[src/rtl/gf_poly_divider_if.sv]
// Start/busy/done handshake bundle for the GF(2) polynomial divider.
interface gf_poly_divider_if #(
  parameter int unsigned DATA_WIDTH = 4
);
  logic                      start;
  logic [2*DATA_WIDTH-1:0]   dividend;
  logic [DATA_WIDTH:0]       poly;
  logic                      busy;
  logic                      done;
  logic                      err;
  logic [DATA_WIDTH-1:0]     quotient;
  logic [DATA_WIDTH-1:0]     remainder;

  modport master (
    output start, dividend, poly,
    input  busy, done, err, quotient, remainder
  );

  modport slave (
    input  start, dividend, poly,
    output busy, done, err, quotient, remainder
  );
endinterface

[src/rtl/gf_poly_divider.sv]
// Bit-serial carry-less long division of a 2m-bit product by a degree-m modulus over GF(2).
// Define GF_DIV_RADIX2_EN to retire two quotient bits per cycle instead of one.
module gf_poly_divider #(
  parameter int unsigned DATA_WIDTH = 4
) (
  input  logic               clk,
  input  logic               rst,
  gf_poly_divider_if.slave   bus
);

  localparam int unsigned DW  = DATA_WIDTH;
  localparam int unsigned DW2 = 2 * DATA_WIDTH;
  localparam int unsigned CW  = (DW > 1) ? $clog2(DW) : 1;
  localparam int unsigned IW  = $clog2(DW2);
`ifdef GF_DIV_RADIX2_EN
  localparam int unsigned STEPS = 2;
`else
  localparam int unsigned STEPS = 1;
`endif

  typedef enum logic [1:0] {IDLE, RUN, DONE} state_t;

  state_t           state_q, state_n;
  logic [DW2-1:0]   w_q, w_n;
  logic [DW:0]      p_q, p_n;
  logic [CW-1:0]    cnt_q, cnt_n;
  logic [DW-1:0]    q_q, q_n;
  logic             busy_q, busy_n;
  logic             done_q, done_n;
  logic             err_q, err_n;
  logic [DW-1:0]    quo_q, quo_n;
  logic [DW-1:0]    rem_q, rem_n;

  // State and result registers
  always_ff @(posedge clk) begin
    if (rst) begin
      state_q <= IDLE;
      w_q     <= '0;
      p_q     <= '0;
      cnt_q   <= '0;
      q_q     <= '0;
      busy_q  <= 1'b0;
      done_q  <= 1'b0;
      err_q   <= 1'b0;
      quo_q   <= '0;
      rem_q   <= '0;
    end else begin
      state_q <= state_n;
      w_q     <= w_n;
      p_q     <= p_n;
      cnt_q   <= cnt_n;
      q_q     <= q_n;
      busy_q  <= busy_n;
      done_q  <= done_n;
      err_q   <= err_n;
      quo_q   <= quo_n;
      rem_q   <= rem_n;
    end
  end

  // Next-state, division steps and result capture
  always_comb begin
    logic [CW-1:0]  k;
    logic [IW-1:0]  bi;
    logic [DW2-1:0] wt;
    logic [DW-1:0]  qt;

    state_n = state_q;
    w_n     = w_q;
    p_n     = p_q;
    cnt_n   = cnt_q;
    q_n     = q_q;
    busy_n  = busy_q;
    done_n  = 1'b0;
    err_n   = err_q;
    quo_n   = quo_q;
    rem_n   = rem_q;
    k       = '0;
    bi      = '0;
    wt      = w_q;
    qt      = q_q;

    case (state_q)
      IDLE, DONE: begin
        state_n = IDLE;
        busy_n  = 1'b0;
        if (bus.start && !busy_q) begin
          state_n = RUN;
          w_n     = bus.dividend;
          p_n     = bus.poly;
          cnt_n   = CW'(DW - 1);
          q_n     = '0;
          busy_n  = 1'b1;
        end
      end
      RUN: begin
        if (!p_q[DW]) begin
          // Modulus without a leading term: report error without dividing
          state_n = DONE;
          busy_n  = 1'b0;
          done_n  = 1'b1;
          err_n   = 1'b1;
          quo_n   = '0;
          rem_n   = '0;
        end else begin
          // Chain up to STEPS reductions, highest bit first
          for (int s = 0; s < int'(STEPS); s++) begin
            if (int'(cnt_q) >= s) begin
              k     = cnt_q - CW'(s);
              bi    = IW'(DW) + IW'(k);
              qt[k] = wt[bi];
              if (wt[bi]) wt = wt ^ (DW2'(p_q) << k);
            end
          end
          w_n = wt;
          q_n = qt;
          if (int'(cnt_q) < int'(STEPS)) begin
            state_n = DONE;
            busy_n  = 1'b0;
            done_n  = 1'b1;
            err_n   = 1'b0;
            quo_n   = qt;
            rem_n   = wt[DW-1:0];
          end else begin
            cnt_n = cnt_q - CW'(STEPS);
          end
        end
      end
      default: begin
        state_n = IDLE;
        busy_n  = 1'b0;
      end
    endcase
  end

  assign bus.busy      = busy_q;
  assign bus.done      = done_q;
  assign bus.err       = err_q;
  assign bus.quotient  = quo_q;
  assign bus.remainder = rem_q;

endmodule

[src/flat_wrapper.sv]
// flat-port wrapper written by rule: the top's interface ports become plain ports
module gf_poly_divider_flat 
#(
  parameter int unsigned DATA_WIDTH = 4
)
  (clk, rst, bus_start, bus_dividend, bus_poly, bus_busy, bus_done, bus_err, bus_quotient, bus_remainder);
  gf_poly_divider_if #(.DATA_WIDTH(DATA_WIDTH)) bus_i ();
  input  logic clk;
  input  logic rst;
  input wire logic [$bits(bus_i.start)-1:0] bus_start;
  input wire logic [$bits(bus_i.dividend)-1:0] bus_dividend;
  input wire logic [$bits(bus_i.poly)-1:0] bus_poly;
  output wire logic [$bits(bus_i.busy)-1:0] bus_busy;
  output wire logic [$bits(bus_i.done)-1:0] bus_done;
  output wire logic [$bits(bus_i.err)-1:0] bus_err;
  output wire logic [$bits(bus_i.quotient)-1:0] bus_quotient;
  output wire logic [$bits(bus_i.remainder)-1:0] bus_remainder;
  assign bus_i.start = bus_start;
  assign bus_i.dividend = bus_dividend;
  assign bus_i.poly = bus_poly;
  assign bus_busy = bus_i.busy;
  assign bus_done = bus_i.done;
  assign bus_err = bus_i.err;
  assign bus_quotient = bus_i.quotient;
  assign bus_remainder = bus_i.remainder;
  gf_poly_divider #(.DATA_WIDTH(DATA_WIDTH)) u_core (.clk(clk), .rst(rst), .bus(bus_i));
endmodule
[config.mk]
export PLATFORM = sky130hd
export DESIGN_NAME = gf_poly_divider_flat
export DESIGN_NICKNAME = d
export VERILOG_FILES = /design/src/rtl/gf_poly_divider_if.sv /design/src/rtl/gf_poly_divider.sv /design/src/flat_wrapper.sv
export SDC_FILE = /design/constraint.sdc
export NUM_CORES = 1
export LEC_CHECK = 0
export ABC_AREA = 0
export CORE_UTILIZATION = 57
export CTS_CLUSTER_SIZE = 10
export DETAILED_ROUTE_END_ITERATION = 7
export GPL_ROUTABILITY_DRIVEN = 0
export PLACE_DENSITY = 0.92
export RECOVER_POWER = 50
export SETUP_SLACK_MARGIN = 0.4
export SYNTH_ARGS = -nofsm -noshare
export SYNTH_HDL_FRONTEND = slang
export SYNTH_SLANG_ARGS = --single-unit
[constraint.sdc]
create_clock -name clk -period 5.76 [get_ports clk]
set_clock_uncertainty 0.2 [all_clocks]
set_input_delay 1.152 -clock clk [delete_from_list [all_inputs] [get_ports clk]]
set_output_delay 1.152 -clock clk [all_outputs]
set_load 0.1 [all_outputs]
==> results.toml <==
[cts]
clockRootBuffer = "clkbuf_4"
cts_setup_buffers = 0
post_cts_resized = 0
clock_latency_ns = 0.34
clkSinkCount = 32
cts_buffer_depth = 2
ctsHoldBuffers = 0
clkTransAtPathRegs_ns = 0.09
cts_tree = "done"
cts_buffers = 5
htree_levels = 2

[synthesis]
synth_seq_cells = 32
synth_edf_count = 0
synthCells = 194
synthFlopType = "dfxtp_1"
synth_area_leaders = "dfxtp_1 (38%), nand2_1 (4.2%), nor2_1 (4.2%), mux4_2 (4.0%), ha_1 (3.7%)"
synthTopCellsByCount = "dfxtp_1 (32), nand2_1 (19), nor2_1 (19)"
syn_area_sq_um = 1700
syn_area_per_cell_sq_um = 8.74
ys_async_sr_fraction_pct = 0
synth_warnings = 0
yosysMostFrequentCell = "dfxtp_1"
ys_types = 50
syn-num-nets = 215
synth_area_leader_cell = "dfxtp_1"
yosysSeqAreaShare_pct = 37.8
synth_top_area_share_pct = 37.8

[worst_setup_path]
endpoint = "u_core.w_q[3]$_SDFFE_PP0P_"
reg2regPathDepth = 4
critPathLaunch = "bus_start"
rrSetupSlack_ns = 2.68
reg2reg_to = "u_core.w_q[3]$_SDFFE_PP0P_"
path_class = "in -> reg"
crit_arrival_ns = 4.12
cp-end-kind = "register"
cp_data_required_time_ns = 5.83
critPathLaunchType = "primary input"
cp_max_fo = 14
timing.rr.start = "u_core.state_q[0]$_SDFFE_PP0P_"

[routing]
vias_per_cell = 6.75
drtIter0Drc = 103
ant_nets = 0
num_vias = 1667
first_pass_iters = 4
wl_per_cell_microns = 17.3
drc = 0
finalWirelength_mm = 4.26

[pwr]
p_switching_uw = 150
worst_ir_drop_vdd_uv = 262
p_int_uw = 316
switching_share_pct = 32.2
pwr-share-seq_pct = 54.1
clock_power_share_pct = 25.9
combPwrFrac_pct = 20.0
p_per_area_nw_per_um2 = 235
p_leak_nw = 0.699

[die]
die_w_microns = 56.5
chipHeight_microns = 56.5
initial_utilization_pct = 61.0
ioPinCount = 27
die_area_sq_um = 3200
row_count = 19
core_area_sq_um = 2780

[placed_design]
port_buffers = 26
place_inst = 240
dp_hpwl_mm = 2.96
place_ws_ns = 2.04

[sta]
worstMarginPinSlew_ns = 1.57
max_slew_margin_pct = -5.19
setup_viol = 0
post-route-period-util_pct = 70.3
fin_crit_ns = 4.05
finalSetupTns_ns = 0
rsz0062_at_grt = "no"
drv_slew = 15
hold_slack_ns = 0.289
hold_viol = 0
setup_slack_ns = 1.71
fmax_ghz = 0.247

[finish]
final_nets = 237
antennaDiodeCount = 0
syn2layout_area_growth_pct = 17.0
drive_above_1_share_pct = 6.94
layout.cells.non_filler = 247

[status]
violations = "max-capacitance violations, max-slew violations"
outcome = "finished, violations left"

[global_routing]
grt-ovfl-total = 0
antenna_found_initial = 0
grt_pass1_wl_mm = 6.81
grt_pass1_vias = 1530
grt_start_max_net_pins = 30
track_usage_pct = 27.7

[hold_path]
min_path_type = "reg -> reg"

[run]
cap_viol_max_count = 1
==> registers in the layout (all words and copies together) (netlist names) <==
name,flops
u_core.bus.busy,1
u_core.bus.done,1
u_core.bus.err,1
u_core.bus.quotient,4
u_core.bus.remainder,4
u_core.cnt_q,2
u_core.p_q,5
u_core.q_q,4
u_core.state_q,2
u_core.w_q,8
==> cell type report <==
type | instances | area (sq um)
Multi-Input combinational cell | 142 | 965
Clock inverter | 1 | 5.00
Timing Repair Buffer | 26 | 260
Fill cell | 240 | 797
Sequential cell | 32 | 641
Inverter | 9 | 33.8
Tap cell | 31 | 38.8
Clock buffer | 6 | 41.3
==> critical path, cell delays in order <==
cell           delay (ns)
dlygate4sd3_1        0.54
nor3b_1              1.23
nor2_1               0.50
or4_1                0.53
o211ai_1             0.15
==> per-layer routing <==
layer / up-vias / wire length [microns] / GRT usage (%)
li1: 757 / - / -
met1: 771 / 1680 / 33.3
met2: 114 / 2050 / 46.1
met3: 25 / 409 / 7.83
met4: 0 / 133 / 11.5
met5: - / 0 / 0
==> cells in the final DEF (no fill, tap or decap), types with 2 or more instances in the layout <==
master,netlist,layout
and2_1,5,3
clkdlybuf4s50_1,0,23
nor2_1,19,19
inv_1,8,8
a32oi_1,2,2
o211ai_1,3,3
dfxtp_1,32,32
a2bb2oi_1,3,3
nand3b_1,4,4
xor2_1,2,2
nor3b_1,1,2
mux4_2,3,3
o32ai_1,4,4
clkbuf_4,0,5
nand2_1,19,19
nor2b_1,2,2
ha_1,5,5
a211oi_1,4,4
and4_1,3,3
nor3_1,4,4
nand3_1,4,4
nand4_1,3,3
xnor2_1,2,2
a21oi_1,12,12
a21o_1,2,2
mux2i_1,4,4
a31oi_1,4,4
and2_0,0,2
a2111oi_0,1,2
dlygate4sd3_1,0,3
o21ai_0,6,6
mux2_2,2,2
==> power groups by stage <==
stage	sequential (mW)	combinational, mW	clock (mW)
floorplan	0.260	0.0594	0
detailed placement	0.256	0.0921	0
CTS	0.251	0.0930	0.121
global placement	0.254	0.0882	0
global route	0.253	0.0991	0.129
finish	0.252	0.0930	0.121
==> metrics by stage <==
stage	area (sq um)	util, %	power [mW]
detailed placement	1950	70.1	0.348
CTS	2000	71.7	0.465
global route	1980	71.3	0.481
floorplan	1700	-	0.319
finish	1980	71.3	0.465
global placement	1950	70.1	0.343
==> worst min-delay path by stage <==
stage | from | to | slack (ns) | cells after the start
final | u_core.w_q[0]$_SDFFE_PP0P_ | u_core.w_q[0]$_SDFFE_PP0P_ | 0.29 | 2
after global routing | u_core.w_q[0]$_SDFFE_PP0P_ | u_core.w_q[0]$_SDFFE_PP0P_ | 0.29 | 2
after CTS | u_core.w_q[0]$_SDFFE_PP0P_ | u_core.w_q[0]$_SDFFE_PP0P_ | 0.29 | 2
after detailed placement | u_core.w_q[0]$_SDFFE_PP0P_ | u_core.w_q[0]$_SDFFE_PP0P_ | 0.27 | 2
after global placement | u_core.w_q[0]$_SDFFE_PP0P_ | u_core.w_q[0]$_SDFFE_PP0P_ | 0.25 | 2
after floorplan | u_core.w_q[0]$_SDFFE_PP0P_ | u_core.w_q[0]$_SDFFE_PP0P_ | 0.24 | 2
==> kinds of logic after synthesis <==
logic type | count (synthesis) | share of synthesized area, %
simple gates | 72 | 22.3
compound gates | 52 | 21.8
flops | 32 | 37.8
buf+inv | 20 | 4.65
mux | 9 | 7.67
fa+ha+maj | 5 | 3.69
xor+xnor | 4 | 2.07
No activity file was read; power rests on OpenSTA's default activity.
